--- config.mk ---
export PLATFORM = sky130hd
export DESIGN_NAME = perf_latency_flat
export DESIGN_NICKNAME = d
export VERILOG_FILES = /design/src/rtl/perf_pkg.sv /design/src/rtl/wishbone.sv /design/src/rtl/perf_lat_fsm.sv /design/src/rtl/perf_latency.sv /design/src/flat_wrapper.sv
export SDC_FILE = /design/constraint.sdc
export NUM_CORES = 1
export LEC_CHECK = 0
export ABC_AREA = 0
export CAP_MARGIN = 15
export CELL_PAD_IN_SITES_DETAIL_PLACEMENT = 0
export CELL_PAD_IN_SITES_GLOBAL_PLACEMENT = 2
export CORE_MARGIN = 4
export CORE_UTILIZATION = 35
export CTS_CLUSTER_DIAMETER = 100
export DETAILED_ROUTE_END_ITERATION = 6
export PLACE_DENSITY_LB_ADDON = 0.12
export SYNTH_ARGS = -nofsm -noshare
export SYNTH_HDL_FRONTEND = slang
export SYNTH_HIERARCHICAL = 1
export SYNTH_SLANG_ARGS = --single-unit
--- constraint.sdc ---
create_clock -name wb_clk -period 17.3 [get_ports wb_clk]
set_clock_uncertainty 0.2 [all_clocks]
set_input_delay 5.19 -clock wb_clk [delete_from_list [all_inputs] [get_ports wb_clk]]
set_output_delay 5.19 -clock wb_clk [all_outputs]
set_load 0.01 [all_outputs]
--- src/rtl/perf_pkg.sv ---
// Shared constants, types and helpers for the Wishbone latency monitor.
// Contents: register offsets, CTRL bit indices, FSM state type,
// saturating-add helpers used by the FSM and the statistics registers.
package perf_pkg;

    // Register offsets relative to BASE_ADR (word spaced).
    localparam logic [31:0] REG_TXN   = 32'h00;
    localparam logic [31:0] REG_SUM   = 32'h04;
    localparam logic [31:0] REG_MAX   = 32'h08;
    localparam logic [31:0] REG_MIN   = 32'h0C;
    localparam logic [31:0] REG_ABORT = 32'h10;
    localparam logic [31:0] REG_CTRL  = 32'h14;

    // CTRL register bit positions.
    localparam int CTRL_EN  = 0;
    localparam int CTRL_CLR = 1;
    localparam int CTRL_OVF = 8;

    localparam logic [31:0] SAT_MAX = 32'hFFFF_FFFF;

    typedef enum logic {
        IDLE = 1'b0,
        WAIT = 1'b1
    } lat_state_t;

    // Unsigned add clamped at all-ones.
    function automatic logic [31:0] sat_add(input logic [31:0] a, input logic [31:0] b);
        logic [32:0] s;
        s = {1'b0, a} + {1'b0, b};
        return s[32] ? SAT_MAX : s[31:0];
    endfunction

    // High when the true sum does not fit, i.e. sat_add had to clamp.
    function automatic logic sat_ovf(input logic [31:0] a, input logic [31:0] b);
        logic [32:0] s;
        s = {1'b0, a} + {1'b0, b};
        return s[32];
    endfunction

endpackage

--- src/rtl/wishbone.sv ---
// Wishbone bus bundle shared by masters, slaves and passive monitors.
// Signals: clk, rst, adr, dat_o (master write data), dat_i (slave read data),
// we, stb, cyc, ack, err, rty.
interface wishbone;
    logic        clk;
    logic        rst;
    logic [31:0] adr;
    logic [31:0] dat_o;
    logic [31:0] dat_i;
    logic        we;
    logic        stb;
    logic        cyc;
    logic        ack;
    logic        err;
    logic        rty;

    modport master (
        input  clk, rst, dat_i, ack, err, rty,
        output adr, dat_o, we, stb, cyc
    );

    modport slave (
        input  clk, rst, adr, dat_o, we, stb, cyc,
        output dat_i, ack, err, rty
    );

    // Passive observer: only the handshake is of interest.
    modport monitor (
        input  cyc, stb, ack
    );
endinterface

--- src/rtl/perf_lat_fsm.sv ---
// Monitor-side FSM: measures cycles from first strobe to ack per transaction.
// Ports: clk_i/rst_i, en_i (enable), clr_i (discard in-flight), cyc_i/stb_i/ack_i
// (observed bus); rec_valid_o/rec_lat_o report a completed transaction
// combinationally in its ack cycle, abort_pulse_o flags a dropped cycle.
module perf_lat_fsm
    import perf_pkg::*;
(
    input  logic        clk_i,
    input  logic        rst_i,
    input  logic        en_i,
    input  logic        clr_i,
    input  logic        cyc_i,
    input  logic        stb_i,
    input  logic        ack_i,
    output logic        rec_valid_o,
    output logic [31:0] rec_lat_o,
    output logic        abort_pulse_o
);

    lat_state_t  state_q, state_d;
    logic [31:0] lat_q, lat_d;
    logic        active;

    assign active = cyc_i & stb_i;

    always_comb begin
        state_d       = state_q;
        lat_d         = lat_q;
        rec_valid_o   = 1'b0;
        rec_lat_o     = 32'd1;
        abort_pulse_o = 1'b0;

        // Disable or clear throws away any in-flight measurement silently.
        if (!en_i || clr_i) begin
            state_d = IDLE;
            lat_d   = 32'd0;
        end else begin
            case (state_q)
                IDLE: begin
                    if (active) begin
                        if (ack_i) begin
                            // Single-cycle transaction, no state change needed.
                            rec_valid_o = 1'b1;
                            rec_lat_o   = 32'd1;
                        end else begin
                            state_d = WAIT;
                            lat_d   = 32'd1;
                        end
                    end
                end
                WAIT: begin
                    if (active) begin
                        if (ack_i) begin
                            rec_valid_o = 1'b1;
                            rec_lat_o   = sat_add(lat_q, 32'd1);
                            state_d     = IDLE;
                            lat_d       = 32'd0;
                        end else begin
                            lat_d = sat_add(lat_q, 32'd1);
                        end
                    end else begin
                        abort_pulse_o = 1'b1;
                        state_d       = IDLE;
                        lat_d         = 32'd0;
                    end
                end
                default: begin
                    state_d = IDLE;
                    lat_d   = 32'd0;
                end
            endcase
        end
    end

    always_ff @(posedge clk_i or posedge rst_i) begin
        if (rst_i) begin
            state_q <= IDLE;
            lat_q   <= 32'd0;
        end else begin
            state_q <= state_d;
            lat_q   <= lat_d;
        end
    end

endmodule

--- src/rtl/perf_latency.sv ---
// Wishbone bus-latency monitor: per-transaction count, latency sum/min/max, aborts.
// Ports: wb (slave register access, zero-wait-state combinational ack/read),
// m (observed master bus, cyc/stb/ack only). Clock and reset come from wb.
module perf_latency
    import perf_pkg::*;
#(
    parameter logic [31:0] BASE_ADR = 32'h9900_0010,
    parameter logic        EN_RST   = 1'b1
)(
    wishbone.slave   wb,
    wishbone.monitor m
);

    logic [31:0] txn_q, txn_d;
    logic [31:0] sum_q, sum_d;
    logic [31:0] max_q, max_d;
    logic [31:0] min_q, min_d;
    logic [31:0] abort_q, abort_d;
    logic        en_q, en_d;
    logic        ovf_q, ovf_d;

    logic        acc;
    logic        ctrl_wr;
    logic        clr;
    logic        rec_vld;
    logic [31:0] rec_lat;
    logic        abort_pulse;

    assign acc     = wb.stb & wb.cyc;
    assign ctrl_wr = acc & wb.we & (wb.adr == BASE_ADR + REG_CTRL);
    assign clr     = ctrl_wr & wb.dat_o[CTRL_CLR];

    assign wb.ack = acc;
    assign wb.err = 1'b0;
    assign wb.rty = 1'b0;

    perf_lat_fsm u_fsm (
        .clk_i         (wb.clk),
        .rst_i         (wb.rst),
        .en_i          (en_q),
        .clr_i         (clr),
        .cyc_i         (m.cyc),
        .stb_i         (m.stb),
        .ack_i         (m.ack),
        .rec_valid_o   (rec_vld),
        .rec_lat_o     (rec_lat),
        .abort_pulse_o (abort_pulse)
    );

    // Statistics next-state; clear wins over a record/abort in the same cycle.
    always_comb begin
        txn_d   = txn_q;
        sum_d   = sum_q;
        max_d   = max_q;
        min_d   = min_q;
        abort_d = abort_q;
        en_d    = en_q;
        ovf_d   = ovf_q;

        if (ctrl_wr) begin
            en_d = wb.dat_o[CTRL_EN];
        end

        if (clr) begin
            txn_d   = 32'd0;
            sum_d   = 32'd0;
            max_d   = 32'd0;
            min_d   = SAT_MAX;
            abort_d = 32'd0;
            ovf_d   = 1'b0;
        end else begin
            if (rec_vld) begin
                txn_d = sat_add(txn_q, 32'd1);
                sum_d = sat_add(sum_q, rec_lat);
                if (rec_lat > max_q) max_d = rec_lat;
                if (rec_lat < min_q) min_d = rec_lat;
                if (sat_ovf(txn_q, 32'd1) || sat_ovf(sum_q, rec_lat)) ovf_d = 1'b1;
            end
            if (abort_pulse) begin
                abort_d = sat_add(abort_q, 32'd1);
                if (sat_ovf(abort_q, 32'd1)) ovf_d = 1'b1;
            end
        end
    end

    always_ff @(posedge wb.clk or posedge wb.rst) begin
        if (wb.rst) begin
            txn_q   <= 32'd0;
            sum_q   <= 32'd0;
            max_q   <= 32'd0;
            min_q   <= SAT_MAX;
            abort_q <= 32'd0;
            en_q    <= EN_RST;
            ovf_q   <= 1'b0;
        end else begin
            txn_q   <= txn_d;
            sum_q   <= sum_d;
            max_q   <= max_d;
            min_q   <= min_d;
            abort_q <= abort_d;
            en_q    <= en_d;
            ovf_q   <= ovf_d;
        end
    end

    // Combinational read mux; the clear bit is a pulse and always reads 0.
    always_comb begin
        wb.dat_i = 32'd0;
        if (wb.adr == BASE_ADR + REG_TXN)        wb.dat_i = txn_q;
        else if (wb.adr == BASE_ADR + REG_SUM)   wb.dat_i = sum_q;
        else if (wb.adr == BASE_ADR + REG_MAX)   wb.dat_i = max_q;
        else if (wb.adr == BASE_ADR + REG_MIN)   wb.dat_i = min_q;
        else if (wb.adr == BASE_ADR + REG_ABORT) wb.dat_i = abort_q;
        else if (wb.adr == BASE_ADR + REG_CTRL) begin
            wb.dat_i[CTRL_EN]  = en_q;
            wb.dat_i[CTRL_OVF] = ovf_q;
        end
    end

endmodule

--- src/flat_wrapper.sv ---
// flat-port wrapper written by rule: the top's interface ports become plain ports
module perf_latency_flat import perf_pkg::*;
#(
    parameter logic [31:0] BASE_ADR = 32'h9900_0010,
    parameter logic        EN_RST   = 1'b1
)
  (wb_clk, wb_rst, wb_adr, wb_dat_o, wb_we, wb_stb, wb_cyc, wb_dat_i, wb_ack, wb_err, wb_rty, m_cyc, m_stb, m_ack);
  wishbone wb_i ();
  wishbone m_i ();
  input wire logic [$bits(wb_i.clk)-1:0] wb_clk;
  input wire logic [$bits(wb_i.rst)-1:0] wb_rst;
  input wire logic [$bits(wb_i.adr)-1:0] wb_adr;
  input wire logic [$bits(wb_i.dat_o)-1:0] wb_dat_o;
  input wire logic [$bits(wb_i.we)-1:0] wb_we;
  input wire logic [$bits(wb_i.stb)-1:0] wb_stb;
  input wire logic [$bits(wb_i.cyc)-1:0] wb_cyc;
  output wire logic [$bits(wb_i.dat_i)-1:0] wb_dat_i;
  output wire logic [$bits(wb_i.ack)-1:0] wb_ack;
  output wire logic [$bits(wb_i.err)-1:0] wb_err;
  output wire logic [$bits(wb_i.rty)-1:0] wb_rty;
  input wire logic [$bits(m_i.cyc)-1:0] m_cyc;
  input wire logic [$bits(m_i.stb)-1:0] m_stb;
  input wire logic [$bits(m_i.ack)-1:0] m_ack;
  assign wb_i.clk = wb_clk;
  assign wb_i.rst = wb_rst;
  assign wb_i.adr = wb_adr;
  assign wb_i.dat_o = wb_dat_o;
  assign wb_i.we = wb_we;
  assign wb_i.stb = wb_stb;
  assign wb_i.cyc = wb_cyc;
  assign wb_dat_i = wb_i.dat_i;
  assign wb_ack = wb_i.ack;
  assign wb_err = wb_i.err;
  assign wb_rty = wb_i.rty;
  assign m_i.cyc = m_cyc;
  assign m_i.stb = m_stb;
  assign m_i.ack = m_ack;
  perf_latency #(.BASE_ADR(BASE_ADR), .EN_RST(EN_RST)) u_core (.wb(wb_i), .m(m_i));
endmodule
# --- Word-level counts from Yosys, hierarchy flattened ---
# Cells that the tools add are included.
# Widths: inputs -> output; s select.
op_classes:
  add_sub_neg: 4
  magnitude_cmp: 2
  n_eq_ne: 8
  n_mux: 50
  n_bitwise: 6
  reduce_logical: 10
op_table:
  columns: ["operator", "count"]
  rows:
  - ["$mux 32", 28]
  - ["$eq 32x32->1 const B", 6]
  - ["$pmux 32 s2", 2]
  - ["$add 32x1->33 const B", 3]
  - ["$add 32x32->33", 1]
  - ["$gt 32x32->1", 1]
  - ["$lt 32x32->1", 1]
  - ["$mux 23", 1]
  - ["$mux 1", 18]
  - ["$reduce_bool 2->1", 4]
  - ["$mux 7", 1]
  - ["$ne 3x3->1 const B", 2]
  - ["$reduce_and 2->1", 3]
  - ["$and 1x1->1", 5]
  - ["$logic_or 1x1->1", 2]
  - ["$logic_not 1->1", 1]
  - ["$not 1->1", 1]
word_totals:
  reg_bits: 195
  inputBits: 72
  out_inout_bits: 35
  wordCells: 89

# --- Longest topological paths before layout ---
# Gate-level depths: netlist of run 1.
logic_depth:
  word_depth: 13
  depth_mapped: 22
  depth_no_buf: 18

# --- Modules after synthesis ---
# The synthesis of run 1 kept the hierarchy.
by_module_without_submodules:
  columns: ["mod", "instances", "cells_per_inst", "area_per_inst_um2"]
  rows:
  - ["perf_latency", 1, 1473, 12150.4]
  - ["perf_lat_fsm", 1, 340, 2677.6]

# --- Worst setup path before layout of run 1 ---
# OpenSTA, ideal clock, no wires.
synth_timing:
  path_type: "input to output"
  start: "in wb_adr[14]"
  end: "out wb_dat_i[12]"
  arrival_time_ns: 7.048
  required_ns: 11.910
  slack_ns: 4.862
  cell_stages: 9
  path_buffers: 1
  cell_sequence: "nor4b_1 nand4_1 nor4b_4 nor3b_4 buf_6 a22oi_1 a21oi_1 nor2_1 a21oi_1"
synth_between:
  elab_chain_len: 6
  elab_cells_between_ends: 10
  classes_between: "5 x eq/ne; 5 x mux"
synth_lines:
  columns: ["item", "line_no", "text"]
  rows:
  - ["from (decl)", "flat_wrapper.sv:12", "input wire logic [$bits(wb_i.adr)-1:0] wb_adr;"]
  - ["$eq 32x32->1", "perf_latency.sv:113", "else if (wb.adr == BASE_ADR + REG_ABORT) wb.dat_i = abort_q;"]
  - ["$mux 23", "perf_latency.sv:113", null]
  - ["$mux 32", "perf_latency.sv:112", "else if (wb.adr == BASE_ADR + REG_MIN) wb.dat_i = min_q;"]
  - ["$mux 32", "perf_latency.sv:111", "else if (wb.adr == BASE_ADR + REG_MAX) wb.dat_i = max_q;"]
  - ["$mux 32", "perf_latency.sv:110", "else if (wb.adr == BASE_ADR + REG_SUM) wb.dat_i = sum_q;"]
  - ["$mux 32 (*)", "perf_latency.sv:109", "if (wb.adr == BASE_ADR + REG_TXN) wb.dat_i = txn_q;"]
  - ["to (decl)", "flat_wrapper.sv:17", "output wire logic [$bits(wb_i.dat_i)-1:0] wb_dat_i;"]
# Every way passes the cells marked *; elsewhere a longest branch is shown, timed or not.

# --- Worst setup path in the final report of run 1 ---
layout_timing:
  start: "in wb_adr[13]"
  end: "out wb_dat_i[20]"
# The elaborated chain is that of the path after synthesis.

==> flow_summary.ini, run 1 <==
[power_and_ir_drop]
power_density_mw_per_mm2 = 54.11
vdd_drop_max_uv = 51.26
p_leak_nw = 7.099
finalPower_uw = 897.7

[global_route]
grt_util_all_layers_pct = 22.90
grt_max_degree = 105
grt_pass1_wl_um = 80060
antenna_found_initial = 0
grt_pass1_vias = 13130
overflow = 0

[place]
portBuffers = 74
place.gp.congestion = 0.8683
dpl.cell_count = 2343
pre_cts_slack_ps = 2534
dp_hpwl_um = 38270

[routing]
firstDrtPassIters = 6
vias = 13440
wl_per_cell_um = 21.81
drc_errors = 0
vias_per_cell = 5.658
first_iter_violations = 859
drtAntennaViolNets = 0
drt_wl_total_um = 51810

[critical_path]
timing.rr.start = u_core/u_fsm/lat_q[0]$_DFFE_PP0P_
rrSetupSlack_ps = 11210
worstPathMaxFanout = 36
cp.required_ps = 11910
worstPathArrival_ps = 9410
critPathKind = in -> out
crit_path_end_kind = output port
reg2reg_to = u_core/sum_q[29]$_DFFE_PP0P_
reg2regPathDepth = 16
crit_path_start_kind = primary input

[synth]
yosys.area.top_type_share_pct = 27.34
synth_common_cells = nand2_1, dfrtp_1, o21ai_0
synth_warnings = 6
synth-edff-count = 0
synth_area_leaders = dfrtp_1, ha_1, dfstp_2, o21ai_0, nand2_1
avgSynthCellArea_sq_um = 8.179
netlist.top_cell.by_area = dfrtp_1
ys_ff_latch = 195
ys_async_sr_fraction_pct = 100.0
synth.most_common_cell = nand2_1
syn_inst = 1813
yosysSeqAreaShare_pct = 33.19
synth_top_flop_cell = dfrtp_1
synth.distinct_cells = 84
synth_area_sq_mm = 0.01483

[timing]
period_minus_slack_ps = 14800
setup_viol = 0
slew_headroom_pct = 32.99
final-hold-violation-count = 0
worst-slew-pin-transition_ps = 1005
setup_slack_ps = 2499
drv_slew = 0
fin_crit_sh_pct = 85.56
tns_ps = 0
rsz0062_at_grt = no
clock.fmax_mhz = 67.56

[finish]
drive_above_1_share_pct = 7.244
seqCellArea_sq_mm = 0.004921
fin_util_pct = 39.56
fill_cells = 4257
n_antenna_cell = 0
multiInputGateArea_sq_mm = 0.009087
final_cells = 2375
area_delta_synth_final_pct = 11.90
final_nets = 1994

[die]
start_util_pct = 35.35
die_x_um = 213.8
rows = 75
chipHeight_um = 213.8
dieArea_sq_mm = 0.04572
io_pins = 107
core-area_sq_mm = 0.04195

[clocking]
clock_path_buffers = 2
postCtsSetupBuffers = 0
hold_buffers = 0
cts_buffers = 17
cts_resized = 0
clock_latency_ps = 490
cts_root_buf = clkbuf_16
htree_levels = 4
cts.clk_slew.worst_paths_ps = 70
clkSinkCount = 195
cts_tree = done

[min_path]
hold_class = reg -> reg
whs_endpoint = u_core/ovf_q$_DFF_PP0_
holdCritStartpoint = u_core/ovf_q$_DFF_PP0_
holdPathStages = 1

[run]
drv_cap = 0

[outcome]
status = complete, no violations
-- cell families (layout without fill, tap and decap cells) --
kind of cell               after synthesis  in the layout  share of synthesized area [%]
and+or+nand+nor                        625            625                          21.10
muxes                                   53             53                          3.654
AOI/OAI and AO/OA                      545            545                          23.05
xor gates and xnor gates                80             80                          4.725
buffers and inverters                  215            237                          5.848
DFF                                    195            195                          33.19
other                                    1              2                        0.02529
adders and majority gates               99             99                          8.404
-- where the power goes --
| part | total (mW) | switching [mW] | internal, mW | leakage, nW |
|---|---|---|---|---|
| Combinational | 0.0384 | 0.0238 | 0.0146 | 4.25 |
| Sequential | 0.456 | 0.000000000811 | 0.456 | 2.58 |
| Clock | 0.403 | 0.198 | 0.205 | 0.263 |
| Total | 0.898 | 0.222 | 0.676 | 7.10 |
-- worst max path at each step --
| stage | slack, ps | cells past startpoint | end | from |
|---|---|---|---|---|
| detailed placement | 2530 | 11 | wb_dat_i[20] | wb_adr[31] |
| CTS | 2530 | 11 | wb_dat_i[20] | wb_adr[31] |
| global route | 2320 | 11 | wb_dat_i[20] | wb_adr[13] |
| global placement | 2630 | 11 | wb_dat_i[23] | wb_adr[31] |
| finish | 2500 | 11 | wb_dat_i[20] | wb_adr[13] |
| floorplan | 4860 | 9 | wb_dat_i[12] | wb_adr[14] |
-- layout make-up --
class	instances	area share, %
inverters	97	2.225
well taps	539	4.065
clock inverters	9	0.4902
repair buffers	108	5.972
multi-input cells	1404	54.77
clock buffers	23	2.820
flip-flops and latches	195	29.66
-- metrics by stage --
| step | cell area [sq um] | hold WS, ps |
|---|---|---|
| final | 16590 | 309.2 |
| after global routing | 16590 | 329.6 |
| after CTS | 16590 | 315.5 |
| after detailed placement | 16040 | 299.4 |
| after global placement | 16040 | 282.3 |
| after floorplan | 14830 | 270.6 |
-- cell usage in the layout, fill, tap and decap left out, drive strengths merged, types with 7 or more instances in the layout --
cell / instances
a211oi: 16
a21boi: 10
a21o: 44
a21oi: 140
a221oi: 13
a22o: 15
a22oi: 19
a311oi: 7
a31oi: 33
and2: 15
and3: 30
and4: 9
buf: 35
clkbuf: 23
clkdlybuf4s50: 73
dfrtp: 162
dfstp: 33
ha: 98
inv: 97
mux2: 9
mux2i: 44
nand2: 198
nand2b: 7
nand3: 121
nand4: 41
nor2: 108
nor2b: 12
nor3: 42
nor4: 18
o21a: 11
o21ai: 161
o221ai: 15
o22ai: 15
xnor2: 38
xor2: 42
-- state kept, by name, summed over array words and instances (netlist names) --
register              flops
u_core/txn_q             32
u_core/ovf_q              1
u_core/max_q             32
u_core/en_q               1
u_core/sum_q             32
u_core/u_fsm/state_q      1
u_core/abort_q           32
u_core/u_fsm/lat_q       32
u_core/min_q             32
-- worst max-delay path, cell delays in order --
cell and delay [ps]:
clkdlybuf4s50_1 410, nor4b_1 450, nand4_1 290, nor4b_4 310, buf_4 460, nor3b_4 790
a22oi_1 210, a21oi_1 200, nor2_1 50, a21oi_1 400, clkdlybuf4s50_1 630
-- layer usage --
| layer | global-route usage [%] | part of all wire (%) | vias to the layer above |
|---|---|---|---|
| met2 | 36.70 | 46 | 321 |
| li1 | - | - | 6631 |
| met5 | 0 | 0 | - |
| met1 | 31.90 | 48 | 6433 |
| met3 | 3.804 | 4.5 | 53 |
| met4 | 6.886 | 2.2 | 0 |
(Power assumes the default switching activity.)
==> run 2: changes to the inputs <==
==> constraint.sdc (replaced) <==
create_clock -name wb_clk -period 17.3 [get_ports wb_clk]
set_clock_uncertainty 0.2 [all_clocks]
set_input_delay 4.325 -clock wb_clk [delete_from_list [all_inputs] [get_ports wb_clk]]
set_output_delay 4.325 -clock wb_clk [all_outputs]
set_load 0.01 [all_outputs]
==> run 2 against run 1 <==
Sequential power hardly changed. Worst setup slack better by 1900 ps. Critical endpoint unchanged. Highest routed layer unchanged. Register-to-register slack better by 80 ps. Cell area hardly changed. Utilization hardly changed. Die area stayed put. Total power is 0.54% higher. First-iteration DRC count is 4.0% higher. Critical path type unchanged. Critical path depth stayed put. Clock power is 1% higher. Flip-flop and latch count stayed put. Maximum frequency is 15% higher.
==> flow_summary.ini, run 2 (same netlist as run 1, synthesis figures left out) <==
[outcome]
status = complete, no violations

[finish]
fin_util_pct = 39.52
area_delta_synth_final_pct = 11.80
drive_above_1_share_pct = 6.983
layout_commonest_cell = nand2_1
final_nets = 1991
final_cells = 2373
mostFrequentLayoutCells = nand2_1, dfrtp_1, o21ai_0, a21oi_1, nand3_1

[routing]
vias = 13420
drtAntennaViolNets = 0
firstDrtPassIters = 5
vias_per_cell = 5.656
first_iter_violations = 893
wl_per_cell_um = 21.79
drc_errors = 0
drt_wl_total_um = 51710

[clocking]
clock_path_buffers = 2
cts.clk_slew.worst_paths_ps = 70
cts_tree = done
hold_buffers = 0
cts_root_buf = clkbuf_16
cts_buffers = 17
clkSinkCount = 195
postCtsSetupBuffers = 0
cts_resized = 0
clock_latency_ps = 490
htree_levels = 4

[global_route]
grt_pass1_vias = 12880
overflow = 0
antenna_found_initial = 0
grt_pass1_wl_um = 80350
grt_max_degree = 100
grt_util_all_layers_pct = 22.92

[die]
dieArea_sq_mm = 0.04572
io_pins = 107
chipHeight_um = 213.8
rows = 75
start_util_pct = 35.35
core-area_sq_mm = 0.04195
die_x_um = 213.8

[timing]
tns_ps = 0
rsz0062_at_grt = no
slew_headroom_pct = 33.56
fin_crit_sh_pct = 74.51
clock.fmax_mhz = 77.58
holdWs_ps = 317.2
worst-slew-pin-transition_ps = 996.6
drv_slew = 0
setup_viol = 0
period_minus_slack_ps = 12890
final-hold-violation-count = 0

[critical_path]
cp.required_ps = 12770
reg2reg_to = u_core/sum_q[20]$_DFFE_PP0P_
slowest_stage = nor3b_4
rrSetupSlack_ps = 11290
critPathKind = in -> out
worstPathArrival_ps = 8370
slowest_delay_ps = 800
timing.rr.start = u_core/u_fsm/lat_q[0]$_DFFE_PP0P_
path_cells = clkdlybuf4s50_1 -> nor4b_1 -> nand4_1 -> nor4b_4 -> buf_4 -> nor3b_4 -> a22oi_1 -> a21oi_1 -> nor2_1 -> a21oi_1 -> clkdlybuf4s50_1
crit_buf_inv = 3
worstPathMaxFanout = 36
crit_path_start_kind = primary input
crit_path_end_kind = output port
cp.depth = 11
cp_top_family = simple AND/OR/NAND/NOR gates
reg2regPathDepth = 16

[min_path]
hold_class = reg -> reg
whs_endpoint = u_core/min_q[8]$_DFFE_PP1P_
holdPathStages = 2
holdCritStartpoint = u_core/min_q[8]$_DFFE_PP1P_

[power_and_ir_drop]
finalPower_uw = 902.6
power_density_mw_per_mm2 = 54.44
vdd_drop_max_uv = 52.57
p_leak_nw = 7.087

[place]
place.gp.congestion = 0.8622
dpl.cell_count = 2340
dp_hpwl_um = 38040
portBuffers = 74

[run]
drv_cap = 0
run 2: layer usage:
layer,vias to the layer above,routed length (um),track usage [%]
met5,-,0,0
met4,0,822,5.804
li1,6622,-,-
met2,281,24000,37.14
met1,6477,24730,32.22
met3,42,2162,3.555
run 2: worst reg2reg max path, delay by kind of cell (launching register included):
family          cells  cell delay (ps)
simple gates        6             2620
compound gates      7             1690
fa+ha+maj           2              680
flops               1              500
buf+inv             1              250
run 2: where the power goes:
group / internal (mW) / switching, mW
registers: 0.456 / 0.000000000802
logic: 0.0148 / 0.0240
clock network: 0.213 / 0.195
run 2: stage by stage:
stage	area [sq um]	worst slack (ps)
floorplan	14830	6592
global placement	16020	4331
detailed placement	16020	4299
CTS	16580	4303
global route	16580	3996
finish	16580	4409
run 2: final cells by class:
class / count / area [sq um]
antenna: 1 / 2.502
clock buffer: 23 / 447.9
clock inverter: 9 / 107.6
fill: 4315 / 25370
inverter: 97 / 369.1
multi-input combinational: 1404 / 9087
sequential: 195 / 4921
tap: 539 / 674.4
timing repair buffer: 105 / 968.4
run 2: worst max-delay path by stage:
stage | end | slack, ps | start
CTS | wb_dat_i[23] | 4300 | wb_adr[13]
global route | wb_dat_i[23] | 4000 | wb_adr[13]
detailed placement | wb_dat_i[23] | 4300 | wb_adr[31]
finish | wb_dat_i[20] | 4410 | wb_adr[13]
global placement | wb_dat_i[20] | 4330 | wb_adr[31]
floorplan | wb_dat_i[12] | 6590 | wb_adr[14]
==> run 3: changes to the inputs <==
CORE_UTILIZATION = 33   (was 35)
clock period = 11.3 ns   (was 17.3 ns; I/O delays follow)
==> run 3 against run 2 <==
Sequential power grew 53%. Critical path type unchanged. First-iteration DRC count shrank 6.4%. Global-route usage shrank 1.2 points. Clock power grew 50%. Sequential share of layout area shrank 0.14 points. Total power grew 51%. Register-to-register slack lost 6100 ps. Non-clock buffer count grew 2.
==> flow_summary.ini, run 3 (same netlist as run 1, synthesis figures left out) <==
[clocking]
hold_buffers = 0
cts.clk_slew.worst_paths_ps = 80
clock_path_buffers = 2
cts_resized = 0
clkSinkCount = 195
cts_root_buf = clkbuf_16
htree_levels = 4
clock_latency_ps = 490
cts_buffers = 17
postCtsSetupBuffers = 0
cts_tree = done

[timing]
holdWs_ps = 314.2
clock.fmax_mhz = 103.1
period_minus_slack_ps = 9696
tns_ps = 0
rsz0062_at_grt = no
worst-slew-pin-transition_ps = 1032
drv_slew = 0
final-hold-violation-count = 0
slew_headroom_pct = 30.27
setup_viol = 0
fin_crit_sh_pct = 85.81

[die]
chipHeight_um = 220.0
dieArea_sq_mm = 0.04839
die_x_um = 220.0
start_util_pct = 33.46
rows = 77
io_pins = 107
core-area_sq_mm = 0.04432

[finish]
final_nets = 1993
area_delta_synth_final_pct = 12.35
n_antenna_cell = 0
final_cells = 2427
drive_above_1_share_pct = 7.466
layout_commonest_cell = nand2_1
mostFrequentLayoutCells = nand2_1, dfrtp_1, o21ai_0, a21oi_1, nand3_1

[place]
portBuffers = 74
place.gp.congestion = 0.8464
dp_hpwl_um = 38710
dpl.cell_count = 2395

[critical_path]
crit_buf_inv = 3
slowest_stage = and2b_1
worstPathArrival_ps = 6670
crit_path_end_kind = output port
path_cells = clkdlybuf4s50_1 -> nor4b_1 -> nand4_1 -> nor4_2 -> buf_4 -> and2b_1 -> a22oi_1 -> a21oi_1 -> nor2_1 -> a21oi_1 -> clkdlybuf4s50_1
reg2regPathDepth = 13
slowest_delay_ps = 740
critPathKind = in -> out
timing.rr.start = u_core/en_q$_DFFE_PP1P_
cp.depth = 11
worstPathMaxFanout = 22
rrSetupSlack_ps = 5230
reg2reg_to = u_core/sum_q[20]$_DFFE_PP0P_
crit_path_start_kind = primary input
cp.required_ps = 8280
cp_top_family = simple AND/OR/NAND/NOR gates

[routing]
drtAntennaViolNets = 0
wl_per_cell_um = 21.52
vias = 13580
vias_per_cell = 5.596
firstDrtPassIters = 5
drt_wl_total_um = 52230
drc_errors = 0
first_iter_violations = 836

[power_and_ir_drop]
swShare_pct = 25.56
vdd_drop_max_uv = 86.17
pwr-share-comb_pct = 4.3
p_leak_nw = 7.105
p_switching_uw = 349.4
p_clk_share_pct = 44.6
p_seq_share_pct = 51.0
power_density_mw_per_mm2 = 82.05
power.internal_mw = 1.018

[global_route]
grt_pass1_vias = 13160
grt_util_all_layers_pct = 21.76
grt_max_degree = 78
antenna_found_initial = 1
overflow = 0
grt_pass1_wl_um = 80760

[outcome]
status = complete, no violations

[min_path]
hold_class = reg -> reg
holdPathStages = 1
holdCritStartpoint = u_core/ovf_q$_DFF_PP0_
whs_endpoint = u_core/ovf_q$_DFF_PP0_

[run]
drv_cap = 0
[run 3: changes by cell type in the layout (fill, tap and decap cells not counted), sizes merged]
| cell | before | now |
|---|---|---|
| diode | 1 | 0 |
| clkbuf | 23 | 19 |
| inv | 97 | 101 |
| buf | 32 | 34 |
| bufinv | 2 | 0 |
| clkinv | 5 | 7 |
[run 3: stage by stage]
stage               cell area (sq um)  power (mW)  util [%]  setup WS (ps)
global route                    16660       1.426     37.59           1376
floorplan                       14830      0.7380         -           3555
CTS                             16660       1.396     37.59           1542
detailed placement              16110      0.7723     36.34           1314
global placement                16110      0.7721     36.34           1446
finish                          16660       1.367     37.59           1604
[run 3: how the worst max path moves through the flow]
stage	start	endpoint	slack, ps
3_3_place_gp	wb_adr[13]	u_core/sum_q[29]$_DFFE_PP0P_	1450
2_1_floorplan	wb_adr[14]	u_core/sum_q[30]$_DFFE_PP0P_	3560
5_1_grt	wb_adr[13]	wb_dat_i[23]	1380
6_report	wb_adr[13]	wb_dat_i[20]	1600
3_5_place_dp	wb_adr[13]	u_core/sum_q[6]$_DFFE_PP0P_	1310
4_1_cts	wb_adr[13]	wb_dat_i[20]	1540
[run 3: layer usage]
layer / routed length (um) / up-vias / part of all wire (%) / track usage, %
met5: 0 / - / 0 / 0
met4: 1184 / 0 / 2.3 / 6.238
met3: 2310 / 48 / 4.4 / 3.613
met2: 23970 / 297 / 46 / 34.75
met1: 24750 / 6613 / 47 / 30.36
li1: - / 6623 / - / -
[run 3: worst register-to-register path: cells and delay by family (launching register included)]
kind | cells | cell delay [ps]
AOI/OAI and AO/OA | 8 | 3020
adders and majority gates | 1 | 430
DFF | 1 | 660
and+or+nand+nor | 4 | 1650
[run 3: area by class of cell]
| class | instances | area, sq um |
|---|---|---|
| fillers | 4651 | 27660 |
| flip-flops and latches | 195 | 4921 |
| clock inverters | 13 | 101.3 |
| repair buffers | 107 | 983.4 |
| inverters | 97 | 369.1 |
| multi-input cells | 1404 | 9091 |
| well taps | 592 | 740.7 |
| clock buffers | 19 | 452.9 |
[run 3: power by group through the flow]
stage,sequential [mW],clock (mW),combinational (mW)
floorplan,0.711,0,0.0268
global placement,0.711,0,0.0609
detailed placement,0.711,0,0.0611
CTS,0.698,0.637,0.0614
global route,0.698,0.662,0.0658
finish,0.698,0.610,0.0592
